[config.mk]
export PLATFORM = sky130hd
export DESIGN_NAME = div_iter
export DESIGN_NICKNAME = d
export VERILOG_FILES = /design/src/rtl/div_iter.sv
export SDC_FILE = /design/constraint.sdc
export NUM_CORES = 1
export LEC_CHECK = 0
export CAP_MARGIN = 20
export CORE_MARGIN = 8
export CORE_UTILIZATION = 55
export DETAILED_ROUTE_END_ITERATION = 10
export HOLD_SLACK_MARGIN = 0.02
export PLACE_DENSITY_LB_ADDON = 0.15
export SLEW_MARGIN = 20
export SYNTH_ARGS = -nofsm -noshare
export SYNTH_HDL_FRONTEND = slang
export SYNTH_SLANG_ARGS = --single-unit
[constraint.sdc]
create_clock -name clk -period 5.9 [get_ports clk]
set_clock_uncertainty 0.05 [all_clocks]
set_input_delay 0.885 -clock clk [delete_from_list [all_inputs] [get_ports clk]]
set_output_delay 0.885 -clock clk [all_outputs]
set_load 0.01 [all_outputs]
[src/rtl/div_iter.sv]
// Iterative radix-2 restoring divider for DIV/DIVU.
// Produces {remainder, quotient} for the HI/LO write port.
module div_iter #(
  parameter int DATA_W = 32
) (
  input  logic              clk,
  input  logic              resetn,
  input  logic              start,
  input  logic              signed_div,
  input  logic              annul,
  input  logic [DATA_W-1:0] opdata1,
  input  logic [DATA_W-1:0] opdata2,
  output logic [2*DATA_W-1:0] result,
  output logic              ready,
  output logic              busy
);

  typedef enum logic [1:0] {
    IDLE,
    BUSY,
    DONE
  } state_t;

  state_t state_q, state_d;

  logic [2*DATA_W-1:0] w_q, w_nx;
  logic [DATA_W:0]     w_sh_hi, diff;
  logic [DATA_W-1:0]   dvs_q, abs1, abs2;
  logic [DATA_W-1:0]   q_fix, r_fix;
  logic [5:0]          cnt_q;
  logic                qneg_q, rneg_q;
  logic                accept, last;

  assign accept = start && !annul;
  assign last   = (cnt_q == 6'd31);

  assign abs1 = (signed_div && opdata1[DATA_W-1]) ? -opdata1 : opdata1;
  assign abs2 = (signed_div && opdata2[DATA_W-1]) ? -opdata2 : opdata2;

  // A borrow out of the trial subtraction means the divisor did not fit.
  assign w_sh_hi = w_q[2*DATA_W-1:DATA_W-1];
  assign diff    = w_sh_hi - {1'b0, dvs_q};

  always_comb begin
    w_nx = {w_q[2*DATA_W-2:0], 1'b0};
    if (!diff[DATA_W])
      w_nx = {diff[DATA_W-1:0], w_q[DATA_W-2:0], 1'b1};
  end

  assign q_fix = qneg_q ? -w_nx[DATA_W-1:0] : w_nx[DATA_W-1:0];
  assign r_fix = rneg_q ? -w_nx[2*DATA_W-1:DATA_W]
                        :  w_nx[2*DATA_W-1:DATA_W];

  always_ff @(posedge clk) begin
    if (!resetn) state_q <= IDLE;
    else         state_q <= state_d;
  end

  always_comb begin
    state_d = state_q;
    unique case (state_q)
      IDLE: begin
        if (accept)
          state_d = (opdata2 == '0) ? DONE : BUSY;
      end
      BUSY: begin
        if (annul)     state_d = IDLE;
        else if (last) state_d = DONE;
      end
      DONE:    state_d = IDLE;
      default: state_d = IDLE;
    endcase
  end

  always_ff @(posedge clk) begin
    if (!resetn) begin
      w_q    <= '0;
      dvs_q  <= '0;
      cnt_q  <= '0;
      qneg_q <= 1'b0;
      rneg_q <= 1'b0;
      result <= '0;
    end else begin
      unique case (state_q)
        IDLE: begin
          if (accept) begin
            w_q    <= {{DATA_W{1'b0}}, abs1};
            dvs_q  <= abs2;
            cnt_q  <= '0;
            qneg_q <= signed_div &
                      (opdata1[DATA_W-1] ^ opdata2[DATA_W-1]);
            rneg_q <= signed_div & opdata1[DATA_W-1];
            if (opdata2 == '0) result <= '0;
          end
        end
        BUSY: begin
          if (!annul) begin
            w_q   <= w_nx;
            cnt_q <= cnt_q + 6'd1;
            if (last) result <= {r_fix, q_fix};
          end
        end
        default: ;
      endcase
    end
  end

  assign ready = (state_q == DONE);
  assign busy  = (state_q == BUSY);

endmodule

==> flow_summary.yaml, run 1 <==
floorplan:
  die_h_um: 162
  core_area_sq_um: 21000
  num_rows: 53
  dieArea_sq_um: 26300
  die_x_um: 162
  start_util: 0.559
  io-pin-count: 135
run:
  cap_violations: 0
yosys:
  syn_avg_cell_area_sq_um: 7.39
  synth-async-reset-ratio: 0
  ys_top_cells_by_area: "dfxtp_1, nor2_1, a21oi_1, xnor2_1, xor2_1"
  synth-xor-area-share: 0.0992
  synth_top_family_by_area: "compound AO/OA/AOI/OAI gates"
  muxShareOfSynthArea: 0.0303
  synthDistinctLibCells: 78
  synth_compound_area_frac: 0.255
  ys_dominant_reg_cell: "dfxtp_1"
  synthAdderAreaFrac: 0.0411
  postSynthCellCount: 1588
  synth_edf_count: 0
  synth_nets: 1695
  ys_seq_area_frac: 0.290
  netlist.area_leader.share: 0.290
  synth_area_sq_um: 11700
  ys_seq_elements: 170
  ys_top_cells_by_count: "nor2_1, dfxtp_1, a21oi_1"
  synth.most_common_cell: "nor2_1"
  synth-warning-count: 0
  synth_area_leader_cell: "dfxtp_1"
  synthSimpleGateAreaFrac: 0.233
global_route:
  antenna_found_initial: 1
  grt_max_degree: 87
  grt_remaining_overflow: 0
  grt.total_usage: 0.293
  grt_pass1_wl_um: 61700
  grt_pass1_vias: 11200
drt:
  viasPerCell: 6.22
  wl_per_cell_um: 20.2
  drc_errors: 0
  ant_nets: 0
  dr.pass1.iters: 6
  detail_route.iter0.violations: 1114
  via_count: 12100
  finalWirelength_um: 39400
place:
  io_buffers: 134
  placed_area_sq_um: 13200
  dp_hpwl_um: 30000
  place_congestion: 0.971
  place_inst: 1920
cts:
  clk_latency_ns: 0.45
  cts_tree: "yes"
  clock_sinks: 170
  cts_inserted_buffers: 17
  clkTransAtPathRegs_ns: 0.09
  h-tree-depth: 4
  post_cts_buffers: 0
  cts_hold_buf: 0
  clockRootBuffer: "clkbuf_16"
  cts_resized: 0
  clock_path_buffers: 2
worst_setup_path:
  cp_slowest_stage_delay_ns: 0.47
  cpMaxStageDelayCell: "ha_1"
  crit_path_end_kind: "flip-flop"
  r2r_setup_slack_ns: 1.21
  cp_data_arrival_time_ns: 4.95
  path_max_fanout: 12
  path_cells: "inv_1 -> ha_1 -> nand4_1 -> nor4_2 -> nand3_1 -> a21o_1 -> a21oi_4 -> nor2_4 -> inv_2 -> nor2_1 -> a21oi_1 -> ha_1 -> nand2_1 -> nor3_1 -> nand3_1 -> mux2i_2 -> nand4_1 -> o41ai_2 -> xnor2_1 -> o21ai_1"
  start_kind: "flip-flop"
  path_class: "reg2reg"
  critPathRequiredTime_ns: 6.17
timing:
  relSlewSlack: 0.320
  finalSetupViolCount: 0
  final_max_slew_viol_count: 0
  fin_crit_ns: 4.69
  whs_ns: 0.404
  clock.fmax_mhz: 213
  worst_slew_pin_slew_ns: 1.01
  rsz0062_at_grt: "false"
  fin_crit_sh: 0.794
  setup_tns_ns: 0
  hold_violations: 0
power:
  power_leakage_nw: 5.22
  vdd_drop_max_mv: 0.168
  powerDensity_nw_per_um2: 227
layout:
  layoutNonFillerInstCount: 1953
  nets: 1771
  final_cell_area_sq_um: 13900
  fin_util: 0.659
  syn2layout_area_growth_pct: 18.1
  final_layout_size_suffix_gt1_frac: 0.0572
outcome:
  outcome: "complete, no violations"
worst_hold_path:
  min_path_type: "reg2reg"
[critical path: cells and delay by family (launching register included)]
family	cells	cell delay [ns]
xor+xnor	1	0.16
compound gates	5	1.12
simple gates	9	1.61
buf+inv	2	0.13
fa+ha+maj	2	0.73
flops	1	0.34
mux	1	0.43
[metrics by stage]
| step | setup slack (ns) | total power [mW] |
|---|---|---|
| finish | 1.21 | 3.15 |
| global route | 0.787 | 3.26 |
| CTS | 1.28 | 3.14 |
| detailed placement | 1.33 | 1.91 |
| global placement | 1.43 | 1.90 |
| floorplan | 1.29 | 1.69 |
[per-layer routing]
metal	track usage	part of all wire	wire length, um	vias up
met5	0	0	0	-
met4	0.110	0.028	1090	0
met3	0.0453	0.083	3260	82
met2	0.437	0.43	16900	549
met1	0.415	0.46	18200	5653
li1	-	-	-	5863
[state kept, by name (all words and copies together), names as in the netlist]
name     count
state_q      2
dvs_q       32
qneg_q       1
cnt_q        6
w_q         64
rneg_q       1
result      64
[area by class of cell]
class / instances / area (sq um)
diodes: 1 / 2.50
flip-flops and latches: 170 / 3400
repair buffers: 154 / 1490
clock buffers: 18 / 439
inverters: 56 / 213
clock inverters: 14 / 208
multi-input cells: 1265 / 7760
well taps: 275 / 344
fillers: 1858 / 7160
[cell families after synthesis]
family | count (synthesis)
xor+xnor | 133
flops | 170
simple gates | 597
compound gates | 463
mux | 34
fa+ha+maj | 38
buf+inv | 153
[where the power goes]
group / leakage (nW) / switching [mW] / internal (mW)
clock: 0.313 / 0.549 / 0.699
sequential: 1.38 / 0.0438 / 1.18
combinational: 3.53 / 0.427 / 0.250
[placed cells by master, fill, tap and decap left out, types with 8 or more instances in the layout]
cell             netlist  routed
clkdlybuf4s50_1        0     134
nor2_1               244     243
clkbuf_16              0      17
nand3_1               24      24
and2_1                11      11
or4_1                 14      14
a31oi_1                9       9
nor3_1                60      59
dfxtp_1              170     170
xnor2_1               71      71
nand4_1               19      19
mux2i_1               24      24
o21a_1                 8       8
a21oi_1              147     147
buf_4                  1      20
o211ai_1              15      15
a22oi_1               25      25
nand2_1              139     139
inv_1                 54      54
ha_1                  37      37
a311oi_1               9       9
a211oi_1              58      58
mux2_2                 9       9
a21o_1                 9       9
xor2_1                62      62
o31ai_1               26      26
o41ai_1               13      13
nor4_1                12      12
or3_1                 33      33
o21ai_0               87      87
[final timing paths]
path | from | endpoint | cells after the start
setup reg to reg | dvs_q[18] | result[60] | 20
hold reg to reg | result[55] | result[55] | 2
setup / recovery | dvs_q[18] | result[60] | 20
hold / removal | result[55] | result[55] | 2
No activity file was read; power rests on OpenSTA's default activity.
==> run 2: changes to the inputs <==
CORE_UTILIZATION = 52   (was 55)
clock period = 3.9 ns   (was 5.9 ns; I/O delays follow)
==> run 2 against run 1 <==
  * The run now ends with negative setup slack left
  * Cell count rose by 10%
  * Setup slack got worse by 1.4 ns
  * Core utilization rose by 3.4 points
  * Sequential cell count did not move
  * Hold slack got worse by 0.0065 ns
  * First-iteration DRC count rose by 2.2%
  * Sequential power rose by 52%
  * Highest routed layer unchanged
  * Clock-buffer cell count fell by 1
  * Combinational power rose by 85%
  * Critical endpoint is now result[62]
  * Sequential share of layout area fell by 2.6 points
==> flow_summary.yaml, run 2 (synthesis results as in run 1) <==
floorplan:
  core_area_sq_um: 22400
  io-pin-count: 135
  die_h_um: 166
  start_util: 0.523
  dieArea_sq_um: 27600
  num_rows: 55
  die_x_um: 166
global_route:
  grt_pass1_vias: 12100
  antenna_found_initial: 0
  grt.total_usage: 0.289
  grt_max_degree: 58
  grt_pass1_wl_um: 64900
  grt_remaining_overflow: 0
drt:
  wl_per_cell_um: 19.0
  ant_nets: 0
  via_count: 12800
  viasPerCell: 5.95
  dr.pass1.iters: 6
  finalWirelength_um: 40900
  drc_errors: 0
  detail_route.iter0.violations: 1139
cts:
  clockRootBuffer: "clkbuf_16"
  clkTransAtPathRegs_ns: 0.07
  clock_path_buffers: 2
  h-tree-depth: 4
  cts_inserted_buffers: 17
  clock_sinks: 170
  clk_latency_ns: 0.44
  cts_hold_buf: 0
  cts_tree: "yes"
timing:
  finalSetupViolCount: 13
  hold_violations: 0
  fin_crit_sh: 1.04
  final_max_slew_viol_count: 0
  fin_crit_ns: 4.06
  relSlewSlack: 0.283
  clock.fmax_mhz: 246
  worst_slew_pin_slew_ns: 1.07
  fin_ws_ns: -0.163
  rsz0062_at_grt: "true"
worst_setup_path:
  crit_path_start: "dvs_q[23]"
  crit_path_end_kind: "flip-flop"
  cp_slowest_stage_delay_ns: 0.33
  crit_top_cell: "buf_4"
  start_kind: "flip-flop"
  critPathTopFamily: "simple AND/OR/NAND/NOR gates"
  path_cells: "inv_1 -> ha_4 -> a21oi_1 -> o21ai_0 -> a21oi_1 -> buf_4 -> o221ai_2 -> nor3_2 -> nor2_4 -> inv_2 -> nor2_2 -> a21oi_2 -> ha_2 -> nand2_2 -> or3_4 -> mux2i_2 -> buf_4 -> nand4_1 -> buf_4 -> a211oi_2 -> mux2i_1 -> o211ai_1"
  crit_buf_inv: 5
  cpMaxStageDelayCell: "or3_4"
  critPathRequiredTime_ns: 4.20
  cp_data_arrival_time_ns: 4.36
  path_max_fanout: 4
  path_class: "reg2reg"
  reg2reg_from: "dvs_q[23]"
layout:
  fin_util: 0.693
  antenna_cells: 0
  fillers: 1906
  nets: 1958
  final_common_cell: "nor2_1"
  reg_top3: "result: 64 flops, w_q: 64 flops, dvs_q: 32 flops"
  final_cell_area_sq_um: 15500
  final_layout_size_suffix_gt1_frac: 0.179
  syn2layout_area_growth_pct: 32.4
  final_cell_mix: "nor2_1, buf_4, dfxtp_1"
run:
  cap_violations: 0
outcome:
  failed_checks: "negative setup slack"
  outcome: "complete, but fails checks"
power:
  powerDensity_nw_per_um2: 317
  power_leakage_nw: 6.13
  vdd_drop_max_mv: 0.328
worst_hold_path:
  min_path_type: "reg2reg"
  min-delay-start: "result[53]"
place:
  place_congestion: 0.979
  dp_hpwl_um: 31600
  placed_area_sq_um: 14500
  io_buffers: 134
==> run 2: cell types whose count changed in the layout (fill, tap and decap cells not counted), sizes merged <==
cell	delta
buf	+187
clkinv	-2
clkbuf	-1
clkinvlp	+1
diode	-1
inv	+1
==> run 2: per-stage QoR <==
step / worst slack (ns) / power, mW / instances / setup TNS [ns] / hold WS [ns]
4_1_cts: -0.106 / 4.88 / 2137 / -0.707 / 0.402
3_5_place_dp: -0.236 / 3.04 / 2090 / -1.56 / 0.393
5_1_grt: -0.364 / 5.13 / 2148 / -5.46 / 0.415
6_report: -0.163 / 4.93 / 2148 / -1.15 / 0.398
2_1_floorplan: -0.214 / 2.56 / 1588 / -0.902 / 0.382
3_3_place_gp: -0.0433 / 3.03 / 2090 / -0.113 / 0.385
==> run 2: timing repair <==
action	CTS	global route
setup endpoints to repair	18	36
buffers inserted	16	13
pin swaps	13	21
resized for setup	17	37
==> run 2: final cells by class <==
type | instances | area (sq um) | area share
clock buffers | 17 | 425 | 0.0274
clock inverters | 14 | 186 | 0.0120
inverters | 56 | 213 | 0.0137
multi-input cells | 1265 | 8030 | 0.517
flip-flops and latches | 170 | 3410 | 0.219
well taps | 285 | 357 | 0.0229
repair buffers | 341 | 2920 | 0.188
==> run 2: where the power goes <==
group / internal, mW / switching [mW]
registers: 1.79 / 0.0665
clock network: 1.03 / 0.800
logic: 0.547 / 0.706
==> run 2: worst min-delay path, cell delays in order (launching register included) <==
cell     delay, ns
dfxtp_1       0.31
nand2_1       0.05
o21ai_1       0.05
==> run 2: final timing paths <==
check	to	slack, ns	depth (start not counted)
min reg2reg	result[53]	0.40	2
max reg2reg	result[62]	-0.16	22
max	result[62]	-0.16	22
min	result[53]	0.40	2
==> run 2: per-layer routing <==
metal	vias to the layer above	part of all wire	track usage	routed length [um]
met4	0	0.037	0.111	1520
met1	5938	0.44	0.386	18000
li1	6229	-	-	-
met2	518	0.44	0.458	18100
met3	102	0.080	0.0506	3250
met5	-	0	0	0
